File: config.mk
export PLATFORM = sky130hd
export DESIGN_NAME = mcu0_intc
export DESIGN_NICKNAME = d
export VERILOG_FILES = /design/src/rtl/mcu0_intc.sv
export SDC_FILE = /design/constraint.sdc
export NUM_CORES = 1
export LEC_CHECK = 0
export BUFFER_PORTS_ARGS = -buffer_cell sky130_fd_sc_hd__clkbuf_2
export CAP_MARGIN = 20
export CORE_AREA = 5 5 47 89
export CTS_CLUSTER_DIAMETER = 200
export DETAILED_ROUTE_END_ITERATION = 16
export DIE_AREA = 0 0 52 94
export HOLD_SLACK_MARGIN = 0.08
export MAX_ROUTING_LAYER = met4
export PLACE_DENSITY = 0.81
export SYNTH_ARGS = -nofsm -noshare
export SYNTH_HDL_FRONTEND = slang
export SYNTH_SLANG_ARGS = --single-unit
File: constraint.sdc
create_clock -name clock -period 3.6 [get_ports clock]
set_input_delay 0.18 -clock clock [delete_from_list [all_inputs] [get_ports clock]]
set_output_delay 0.18 -clock clock [all_outputs]
set_load 0.1 [all_outputs]
File: src/rtl/mcu0_intc.sv
// Vectored interrupt controller for the MCU0 core: 7 prioritised sources (1 highest),
// per-source enable/pending/in-service bits and a single, non-nesting service slot.
module mcu0_intc #(
  parameter bit TRIG_EDGE = 1'b1
) (
  input  logic       clock,
  input  logic       reset,
  input  logic [7:0] irq_in,
  input  logic       cfg_we,
  input  logic [1:0] cfg_addr,
  input  logic [7:0] cfg_wdata,
  output logic [7:0] cfg_rdata,
  output logic       interrupt,
  output logic [2:0] irq,
  input  logic       int_ack,
  input  logic       int_eoi
);

  // state   | meaning
  // S_IDLE  | no request outstanding, waiting for an enabled pending source
  // S_REQ   | vector latched in irq, interrupt asserted, waiting for int_ack
  // S_SERVICE | CPU running the handler, waiting for int_eoi
  typedef enum logic [1:0] {S_IDLE, S_REQ, S_SERVICE} state_t;

  state_t     state_q, state_d;
  logic [2:0] irq_q, irq_d;
  logic [7:0] enable_q, enable_d;
  logic [7:0] pending_q, pending_d;
  logic [7:0] inservice_q, inservice_d;
  logic [7:0] irq_prev_q;

  logic [7:0] hw_set, sw_set, sw_clr, pend_keep;
  logic [7:0] ack_clr, isr_set, isr_clr;
  logic       cand_valid;
  logic [2:0] cand_idx;

  always_comb begin
    cand_valid = 1'b0;
    cand_idx   = 3'd0;
    for (int i = 7; i >= 1; i--) begin
      if (pending_q[i] && enable_q[i]) begin
        cand_valid = 1'b1;
        cand_idx   = 3'(i);
      end
    end
  end

  always_comb begin
    hw_set    = TRIG_EDGE ? (irq_in & ~irq_prev_q) : irq_in;
    sw_set    = (cfg_we && cfg_addr == 2'd2) ? cfg_wdata : 8'h00;
    sw_clr    = (cfg_we && cfg_addr == 2'd1) ? cfg_wdata : 8'h00;
    // Sets are applied after the clear so a same-cycle set always survives.
    pend_keep = (pending_q & ~sw_clr) | hw_set | sw_set;
    enable_d  = (cfg_we && cfg_addr == 2'd0) ? cfg_wdata : enable_q;
    state_d   = state_q;
    irq_d     = irq_q;
    ack_clr   = 8'h00;
    isr_set   = 8'h00;
    isr_clr   = 8'h00;
    case (state_q)
      S_IDLE: begin
        if (cand_valid) begin
          state_d = S_REQ;
          irq_d   = cand_idx;
        end
      end
      S_REQ: begin
        // The request is withdrawn on the same edge its pending or enable bit drops.
        if (!(pend_keep[irq_q] && enable_d[irq_q])) begin
          state_d = S_IDLE;
        end else if (int_ack) begin
          state_d        = S_SERVICE;
          ack_clr[irq_q] = 1'b1;
          isr_set[irq_q] = 1'b1;
        end
      end
      S_SERVICE: begin
        if (int_eoi) begin
          state_d        = S_IDLE;
          isr_clr[irq_q] = 1'b1;
        end
      end
      default: state_d = S_IDLE;
    endcase
    pending_d   = ((pending_q & ~(sw_clr | ack_clr)) | hw_set | sw_set) & 8'hFE;
    inservice_d = ((inservice_q & ~isr_clr) | isr_set) & 8'hFE;
    enable_d    = enable_d & 8'hFE;
  end

  always_ff @(posedge clock or posedge reset) begin
    if (reset) begin
      state_q     <= S_IDLE;
      irq_q       <= 3'd0;
      enable_q    <= 8'h00;
      pending_q   <= 8'h00;
      inservice_q <= 8'h00;
      irq_prev_q  <= 8'h00;
    end else begin
      state_q     <= state_d;
      irq_q       <= irq_d;
      enable_q    <= enable_d;
      pending_q   <= pending_d;
      inservice_q <= inservice_d;
      irq_prev_q  <= irq_in;
    end
  end

  always_comb begin
    case (cfg_addr)
      2'd0:    cfg_rdata = enable_q;
      2'd1:    cfg_rdata = pending_q;
      2'd3:    cfg_rdata = inservice_q;
      default: cfg_rdata = 8'h00;
    endcase
  end

  assign interrupt = (state_q == S_REQ);
  assign irq       = irq_q;

endmodule

After elaboration in Yosys (flattened, before gate mapping)
Cells that the tools add are included.
{"block": "totals", "regBits": 34, "in_bits": 23, "output_inout_bits": 12, "wordCells": 80}
{"block": "classes", "order_cmp": 2, "n_eq_ne": 8, "n_mux": 34, "n_bitwise": 14, "reduce_logical": 16}
{"operator": "8-bit two-way mux", "n": 8}
{"operator": "8-bit bitwise OR", "n": 6}
{"operator": "8-bit bitwise AND", "n": 4}
{"operator": "8-bit NOT", "n": 4}
{"operator": "8-bit one-hot mux with 3 select lines", "n": 1}
{"operator": "3-bit two-way mux", "n": 7}
{"operator": "1-bit logical AND", "n": 12}
{"operator": "1-bit two-way mux", "n": 10}
{"operator": "2-bit two-way mux", "n": 4}
{"operator": "1-bit binary-select mux with 3-bit select", "n": 2}
{"operator": "2-bit equality test, second input constant", "n": 3}
{"operator": "2-bit one-hot mux with 3 select lines", "n": 1}
{"operator": "2-bit by 1-bit equality test with 1-bit output, second input constant", "n": 2}
{"operator": "2-bit zero test", "n": 2}
{"operator": "3-bit by 4-bit less-than comparator with 1-bit output, second input constant", "n": 1}
{"operator": "2-bit inequality test, second input constant", "n": 2}
{"operator": "1-bit demux with 3-bit select", "n": 1}
{"operator": "3-bit by 1-bit >= comparator with 1-bit output, second input constant", "n": 1}
{"operator": "3-bit inequality test, second input constant", "n": 1}
{"operator": "3-bit AND reduction", "n": 1}
{"operator": "2-bit AND reduction", "n": 1}

Depth between registers and ports, before layout
Gate-level depths: netlist (run 1).
{"block": "logic_depth", "word_depth": 17, "mapped_depth": 9, "depth_no_buf": 6}

Worst setup path after synthesis (run 1)
Ideal clock, no wire load.
{"block": "synth_timing", "path_type": "flip-flop to flip-flop", "startpoint": "register state_q[1]", "endpoint": "register inservice_q[3]", "setup_ps": 92, "t_arrival_ps": 2869, "t_required_ps": 3508, "setup_slack_ps": 639, "path_stages_with_launch": 7, "path_buffers": 1, "path_cell_list": "dfrtp_1 -> nor2b_1 -> o21ai_0 -> nand4b_2 -> or2_1 -> buf_6 -> o31ai_2"}
{"item": "from (decl)", "line_no": "25", "source": "state_t state_q, state_d;"}
{"item": "from (signal assigned)", "line_no": "99", "source": "state_q <= state_d;"}
{"item": "2-bit by 1-bit equality test with 1-bit output"}
{"item": "via interrupt", "line_no": "13", "source": "output logic interrupt,"}
{"item": "8-bit two-way mux", "line_no": "60", "source": "case (state_q)"}
{"item": "8-bit bitwise OR", "line_no": "86", "source": "inservice_d = ((inservice_q & ~isr_clr) | isr_set) & 8'hFE;"}
{"item": "via inservice_d[3]", "line_no": "29", "source": "logic [7:0] inservice_q, inservice_d;"}
{"item": "to (signal assigned)", "line_no": "103", "source": "inservice_q <= inservice_d;"}
{"item": "to (decl)", "line_no": "29"}
The timed path passes the listed nets, and every way through them passes these cells.
A chain may end at the register's enable or synchronous reset.

Worst setup path in the final report (run 1)
{"block": "layout_timing", "startpoint": "input port cfg_addr[1]", "endpoint": "register inservice_q[3]"}
{"block": "layout_via", "elab_chain_cells": 13}
{"item": "from (decl)", "line_no": "10", "source": "input logic [1:0] cfg_addr,"}
{"item": "2-bit by 1-bit equality test with 1-bit output", "line_no": "51", "source": "sw_clr = (cfg_we && cfg_addr == 2'd1) ? cfg_wdata : 8'h00;"}
{"item": "1-bit logical AND", "line_no": "51"}
{"item": "8-bit two-way mux", "line_no": "51"}
{"item": "8-bit NOT", "line_no": "53", "source": "pend_keep = (pending_q & ~sw_clr) | hw_set | sw_set;"}
{"item": "8-bit bitwise AND", "line_no": "53"}
{"item": "8-bit bitwise OR (2 in series)", "line_no": "53"}
{"item": "1-bit binary-select mux with 3-bit select", "line_no": "69", "source": "if (!(pend_keep[irq_q] && enable_d[irq_q])) begin"}
{"item": "1-bit two-way mux (not written as such)", "line_no": "69"}
{"item": "1-bit logical AND (*)", "line_no": "69"}
{"item": "8-bit two-way mux (*)", "line_no": "69"}
{"item": "8-bit two-way mux (*)", "line_no": "60"}
{"item": "8-bit bitwise OR (*)", "line_no": "86"}
{"item": "via inservice_d[3]", "line_no": "29"}
Mark *: on every way through the listed nets, which the timed path passes. The rest lies on a longest branch. The select of a mux whose other input is x is not followed.

==> impl_metrics.py, run 1 <==
metrics = {
    "status": {
        "status": "finished clean",
    },
    "finish": {
        "diodes": 0,
        "nNetsFinal": 252,
        "syn2layout_area_growth_pct": 17.7,
        "fin_area_um2": 2260,
        "final_cells": 277,
        "layout-drive-gt1-share_pct": 25.3,
        "fillers": 282,
    },
    "synthesis": {
        "synthTopCellsByCount": "34 x dfrtp_1, 17 x o21ai_0, 13 x a21oi_1",
        "syn_area_um2": 1920,
        "synthFlopType": "dfrtp_1",
        "syn_avg_cell_area_um2": 10.1,
        "synth_seq_cells": 34,
        "synth_top_area_cell": "dfrtp_1",
        "synth_cells": 189,
        "synth_cell_types": 45,
        "syn-num-nets": 212,
        "seq_area_frac_synth_pct": 44.4,
        "synthArstFlopShare_pct": 100,
        "yosysTopAreaCellShare_pct": 44.4,
        "ys_top_cells_by_area": "dfrtp_1 44%, mux2_2 7.0%, o21ai_0 4.4%",
        "synth_edf_count": 0,
        "yosys.cell_count.top_type": "dfrtp_1",
        "ys_warn_count": 0,
    },
    "drt": {
        "final_antenna_net_count": 0,
        "initialDrtViolationCount": 105,
        "first_pass_iters": 4,
        "viasPerCell": 6.10,
        "drc_errors": 0,
        "wl_per_cell_um": 18.3,
        "vias": 1689,
        "drt_wl_total_um": 5070,
    },
    "grt": {
        "grt_max_degree": 35,
        "grt_pass1_wl_um": 8200,
        "antenna_found_initial": 0,
        "grt_pass1_vias": 1691,
        "grt_usage_pct": 23.5,
        "grt-ovfl-total": 0,
    },
    "setup_path": {
        "cp_top_family": "simple AND/OR/NAND/NOR gates",
        "crit_buf_inv": 1,
        "crit_fanout": 17,
        "criticalPathCategory": "input pin to flip-flop",
        "crit_chain": "clkbuf_2 -> and3b_1 -> a221oi_1 -> o311ai_2 -> nand4b_2 -> or2_1 -> o31ai_2",
        "worst_setup_path_end_kind": "flip-flop",
        "crit_required_ns": 3.80,
        "worst_path_max_delay_cell": "and3b_1",
        "crit_arrival_ns": 2.49,
        "max_stage_delay_ns": 0.56,
        "start_kind": "input pin",
    },
    "timing": {
        "worst_pin_slew_ns": 0.543,
        "fin_crit_ns": 2.29,
        "slew_viol_final": 0,
        "finalSetupViolations": 0,
        "skew_ns": 0.00668,
        "clock.fmax_ghz": 0.437,
        "min_period_over_period_pct": 63.5,
        "tns_ns": 0,
        "rsz0062_at_grt": "no",
        "relSlewSlack_pct": 63.9,
        "hold_violations": 0,
    },
    "floorplanning": {
        "die_y_um": 94,
        "io_pins": 35,
        "core_area_um2": 3420,
        "initial_utilization_pct": 56.1,
        "die_w_um": 52,
        "rows": 30,
        "die_area_um2": 4890,
    },
    "cts": {
        "clock_sinks": 34,
        "clk_pin_slew_ns": 0.06,
        "cts_max_path_buffers": 2,
        "cts_tree": "yes",
        "cts-resized-gates": 0,
        "cts_root_buf": "clkbuf_8",
        "cts.htree.levels": 2,
        "clk_latency_ns": 0.29,
        "numCtsBuffers": 5,
    },
    "worst_hold_path": {
        "hp-class": "input pin to flip-flop",
    },
    "power_and_ir_drop": {
        "vdd_drop_max_uv": 448,
        "leakage_nw": 0.958,
        "power_density_nw_per_um2": 790,
    },
    "placed_design": {
        "io_buffers": 33,
        "placed_cell_area_um2": 2090,
        "place_congestion": 0.970,
        "dp.cells": 261,
        "hpwl_um": 3760,
    },
    "job": {
        "drv_cap": 0,
    },
}
==> stage by stage <==
step                      hold WS [ns]  util (%)  worst slack (ns)  power, mW
after global routing             0.178      66.0              1.19       1.87
after floorplan                  0.211         -             0.639       1.33
after detailed placement         0.274      61.2              1.04       1.51
after CTS                        0.168      66.0              1.36       1.77
after global placement           0.272      61.2              1.15       1.50
final                            0.175      66.0              1.31       1.78
==> cell type report <==
type | count | area, um^2 | area share (%)
Clock buffer | 7 | 76.3 | 3.38
Inverter | 10 | 37.5 | 1.66
Multi-Input combinational cell | 134 | 961 | 42.6
Sequential cell | 34 | 851 | 37.7
Tap cell | 48 | 60.1 | 2.66
Timing Repair Buffer | 44 | 270 | 12.0
==> cells in the final DEF, fill, tap and decap left out, types with 2 or more instances in the layout <==
cell,n
nor2_1,8
o31ai_2,2
nand2_1,6
a221oi_1,4
o21ai_0,17
nand3_1,4
mux2i_1,4
a21oi_1,13
clkbuf_8,5
nor2b_1,8
a22oi_1,4
buf_4,2
dlygate4sd3_1,9
nand4b_1,5
inv_1,10
a222oi_1,2
a22o_1,7
dfrtp_1,34
mux2_2,12
nand3b_1,2
clkbuf_2,33
a21boi_0,2
nor3b_1,2
o21ai_1,3
clkbuf_1,2
nand2b_1,4
nor3_1,4
a211oi_1,3
==> cell families after synthesis <==
| family | synth area share [%] |
|---|---|
| compound gates | 23.9 |
| buf+inv | 5.48 |
| flops | 44.4 |
| mux | 9.14 |
| other cells | 0.196 |
| simple gates | 16.9 |
==> tightest hold or removal path, stage by stage <==
cell	delay (ns)
clkbuf_2	0.10
mux2i_1	0.09
inv_1	0.06
==> state kept, by name, indices dropped and copies added, names as in the netlist <==
signal,count
irq_prev_q,8
enable_q,7
inservice_q,7
pending_q,7
irq,3
state_q,2
==> power breakdown <==
| part | internal, mW | switching, mW |
|---|---|---|
| sequential | 0.489 | 0.124 |
| clock | 0.133 | 0.127 |
| combinational | 0.256 | 0.653 |
==> worst paths after layout <==
check	startpoint	to	slack, ns	cells after the start
max	cfg_addr[1]	inservice_q[3]	1.31	7
min reg2reg	inservice_q[7]	inservice_q[7]	0.53	2
min in group asynchronous	reset	irq_prev_q[4]	0.51	4
max in group asynchronous	reset	irq[0]	2.78	4
min	cfg_wdata[7]	enable_q[7]	0.18	3
max reg2reg	irq[1]	pending_q[5]	1.31	6
==> per-layer routing <==
layer | vias to the layer above | track usage, % | share of wire, %
li1 | 789 | - | -
met1 | 809 | 25.6 | 37
met2 | 74 | 36.3 | 54
met3 | 17 | 5.72 | 5.4
met4 | 0 | 16.6 | 4.2
met5 | - | - | 0
==> timing repair <==
item | CTS | global route
hold buffers | 9 | 0
buffers inserted | 0 | 0
endpoints found under the hold margin | 42 | 0
Power figures use the tool's default switching activity.
==> inputs of run 2 (changes only) <==
--- a/config.mk
+++ b/config.mk
@@ -7,13 +7,13 @@
 export LEC_CHECK = 0
 export BUFFER_PORTS_ARGS = -buffer_cell sky130_fd_sc_hd__clkbuf_2
 export CAP_MARGIN = 20
-export CORE_AREA = 5 5 47 89
+export CORE_AREA = 5 5 48 92
 export CTS_CLUSTER_DIAMETER = 200
 export DETAILED_ROUTE_END_ITERATION = 16
-export DIE_AREA = 0 0 52 94
+export DIE_AREA = 0 0 53 97
 export HOLD_SLACK_MARGIN = 0.08
 export MAX_ROUTING_LAYER = met4
-export PLACE_DENSITY = 0.81
+export PLACE_DENSITY = 0.77
 export SYNTH_ARGS = -nofsm -noshare
 export SYNTH_HDL_FRONTEND = slang
 export SYNTH_SLANG_ARGS = --single-unit
==> constraint.sdc (replaced) <==
create_clock -name clock -period 2.3 [get_ports clock]
set_input_delay 0.115 -clock clock [delete_from_list [all_inputs] [get_ports clock]]
set_output_delay 0.115 -clock clock [all_outputs]
set_load 0.1 [all_outputs]
==> impl_metrics.py, run 2 (synthesis gave the netlist of run 1 again) <==
metrics = {
    "drt": {
        "first_pass_iters": 4,
        "viasPerCell": 6.05,
        "wl_per_cell_um": 19.3,
        "drc_errors": 0,
        "final_antenna_net_count": 0,
        "vias": 1761,
        "drt_wl_total_um": 5610,
        "initialDrtViolationCount": 82,
    },
    "floorplanning": {
        "die_w_um": 53,
        "core_area_um2": 3610,
        "io_pins": 35,
        "die_y_um": 97,
        "die_area_um2": 5140,
        "rows": 31,
        "initial_utilization_pct": 53.1,
    },
    "worst_hold_path": {
        "hp-class": "input pin to flip-flop",
    },
    "finish": {
        "top_register": "irq_prev_q",
        "layout-drive-gt1-share_pct": 31.4,
        "nNetsFinal": 264,
        "largest_reg_flops": 8,
        "diodes": 0,
        "syn2layout_area_growth_pct": 24.0,
        "layout_commonest_cell": "clkbuf_2",
        "final_cell_mix": "33 x clkbuf_2, 31 x dfrtp_1, 17 x o21ai_0",
        "fillers": 318,
    },
    "cts": {
        "cts_tree": "yes",
        "clk_latency_ns": 0.29,
        "clk_pin_slew_ns": 0.07,
        "cts_root_buf": "clkbuf_8",
        "cts_max_path_buffers": 2,
        "numCtsBuffers": 5,
        "cts-resized-gates": 0,
        "cts.htree.levels": 2,
        "clock_sinks": 34,
    },
    "job": {
        "drv_cap": 0,
    },
    "status": {
        "status": "finished clean",
    },
    "grt": {
        "grt_pass1_vias": 1900,
        "antenna_found_initial": 0,
        "grt_max_degree": 25,
        "grt_pass1_wl_um": 9340,
        "grt_usage_pct": 25.2,
        "grt-ovfl-total": 0,
    },
    "timing": {
        "min_period_over_period_pct": 94.1,
        "worst_pin_slew_ns": 0.549,
        "hold_slack_ns": 0.122,
        "relSlewSlack_pct": 63.6,
        "fin_crit_ns": 2.16,
        "finalSetupViolations": 0,
        "hold_violations": 0,
        "rsz0062_at_grt": "no",
        "worst_slack_ns": 0.135,
        "tns_ns": 0,
        "slew_viol_final": 0,
        "clock.fmax_ghz": 0.462,
        "skew_ns": 0.00477,
    },
    "power_and_ir_drop": {
        "vdd_drop_max_uv": 789,
        "leakage_nw": 1.03,
        "power_density_nw_per_um2": 1240,
        "p_total_mw": 2.95,
    },
    "placed_design": {
        "hpwl_um": 4270,
        "place_congestion": 0.994,
        "place_ws_ns": 0.100,
        "io_buffers": 33,
    },
    "setup_path": {
        "crit_required_ns": 2.50,
        "crit_arrival_ns": 2.37,
        "start_kind": "flip-flop",
        "criticalPathCategory": "flip-flop to flip-flop",
        "crit_fanout": 10,
        "worst_setup_path_end_kind": "flip-flop",
    },
}
==> run 2: cell count changes in the layout (fill, tap and decap cells not counted), sizes merged <==
cell / before / now
buf: 2 / 14
clkinv: 0 / 1
==> run 2: final cells by class <==
| class | count | area [um^2] | share of cell area, % |
|---|---|---|---|
| multi-input cells | 134 | 968 | 40.8 |
| well taps | 49 | 61.3 | 2.58 |
| clock inverters | 1 | 5.00 | 0.211 |
| repair buffers | 56 | 360 | 15.2 |
| inverters | 10 | 37.5 | 1.58 |
| clock buffers | 7 | 86.3 | 3.63 |
| flip-flops and latches | 34 | 857 | 36.1 |
==> run 2: timing repair <==
item	4_1_cts	5_1_grt
hold buffers	9	0
hold endpoints to repair	18	0
setup buffers	0	0
setup endpoints to repair	0	0
==> run 2: final timing paths <==
check                                from        endpoint  slack (ns)  cells past startpoint
hold reg to reg            inservice_q[7]  inservice_q[7]        0.52                      2
min in group asynchronous           reset   irq_prev_q[4]        0.35                      3
hold / removal               cfg_wdata[4]    pending_q[4]        0.12                      3
max in group asynchronous           reset          irq[0]        1.25                      4
setup / recovery                   irq[2]  inservice_q[2]        0.14                      7
setup reg to reg                   irq[2]  inservice_q[2]        0.14                      7
==> run 2: worst max-delay path, cell delays in order (launching register included) <==
cell and delay, ns:
dfrtp_2 0.48, or3b_1 0.27, a211oi_1 0.07, a22oi_1 0.31, nand4b_2 0.25, or2_1 0.29, buf_4 0.16, o31ai_4 0.24
==> run 2: stage by stage <==
stage	area, um^2	std cells	utilization, %
6_report	2380	291	65.9
5_1_grt	2380	291	65.9
4_1_cts	2380	291	65.9
3_5_place_dp	2190	274	60.8
3_3_place_gp	2190	274	60.8
2_1_floorplan	1930	189	-
==> run 2: routing by layer <==
metal	vias up	global-route usage, %	wire length, um
met1	853	26.2	1940
met3	28	5.54	324
met2	72	41.8	3030
met5	-	-	0
li1	808	-	-
met4	0	14.6	318
==> run 2: report_power, final <==
group          switching, mW  internal (mW)  leakage [nW]
combinational           1.04          0.481         0.599
clock                  0.214          0.241        0.0482
sequential             0.201          0.775         0.383
total                   1.45           1.50          1.03
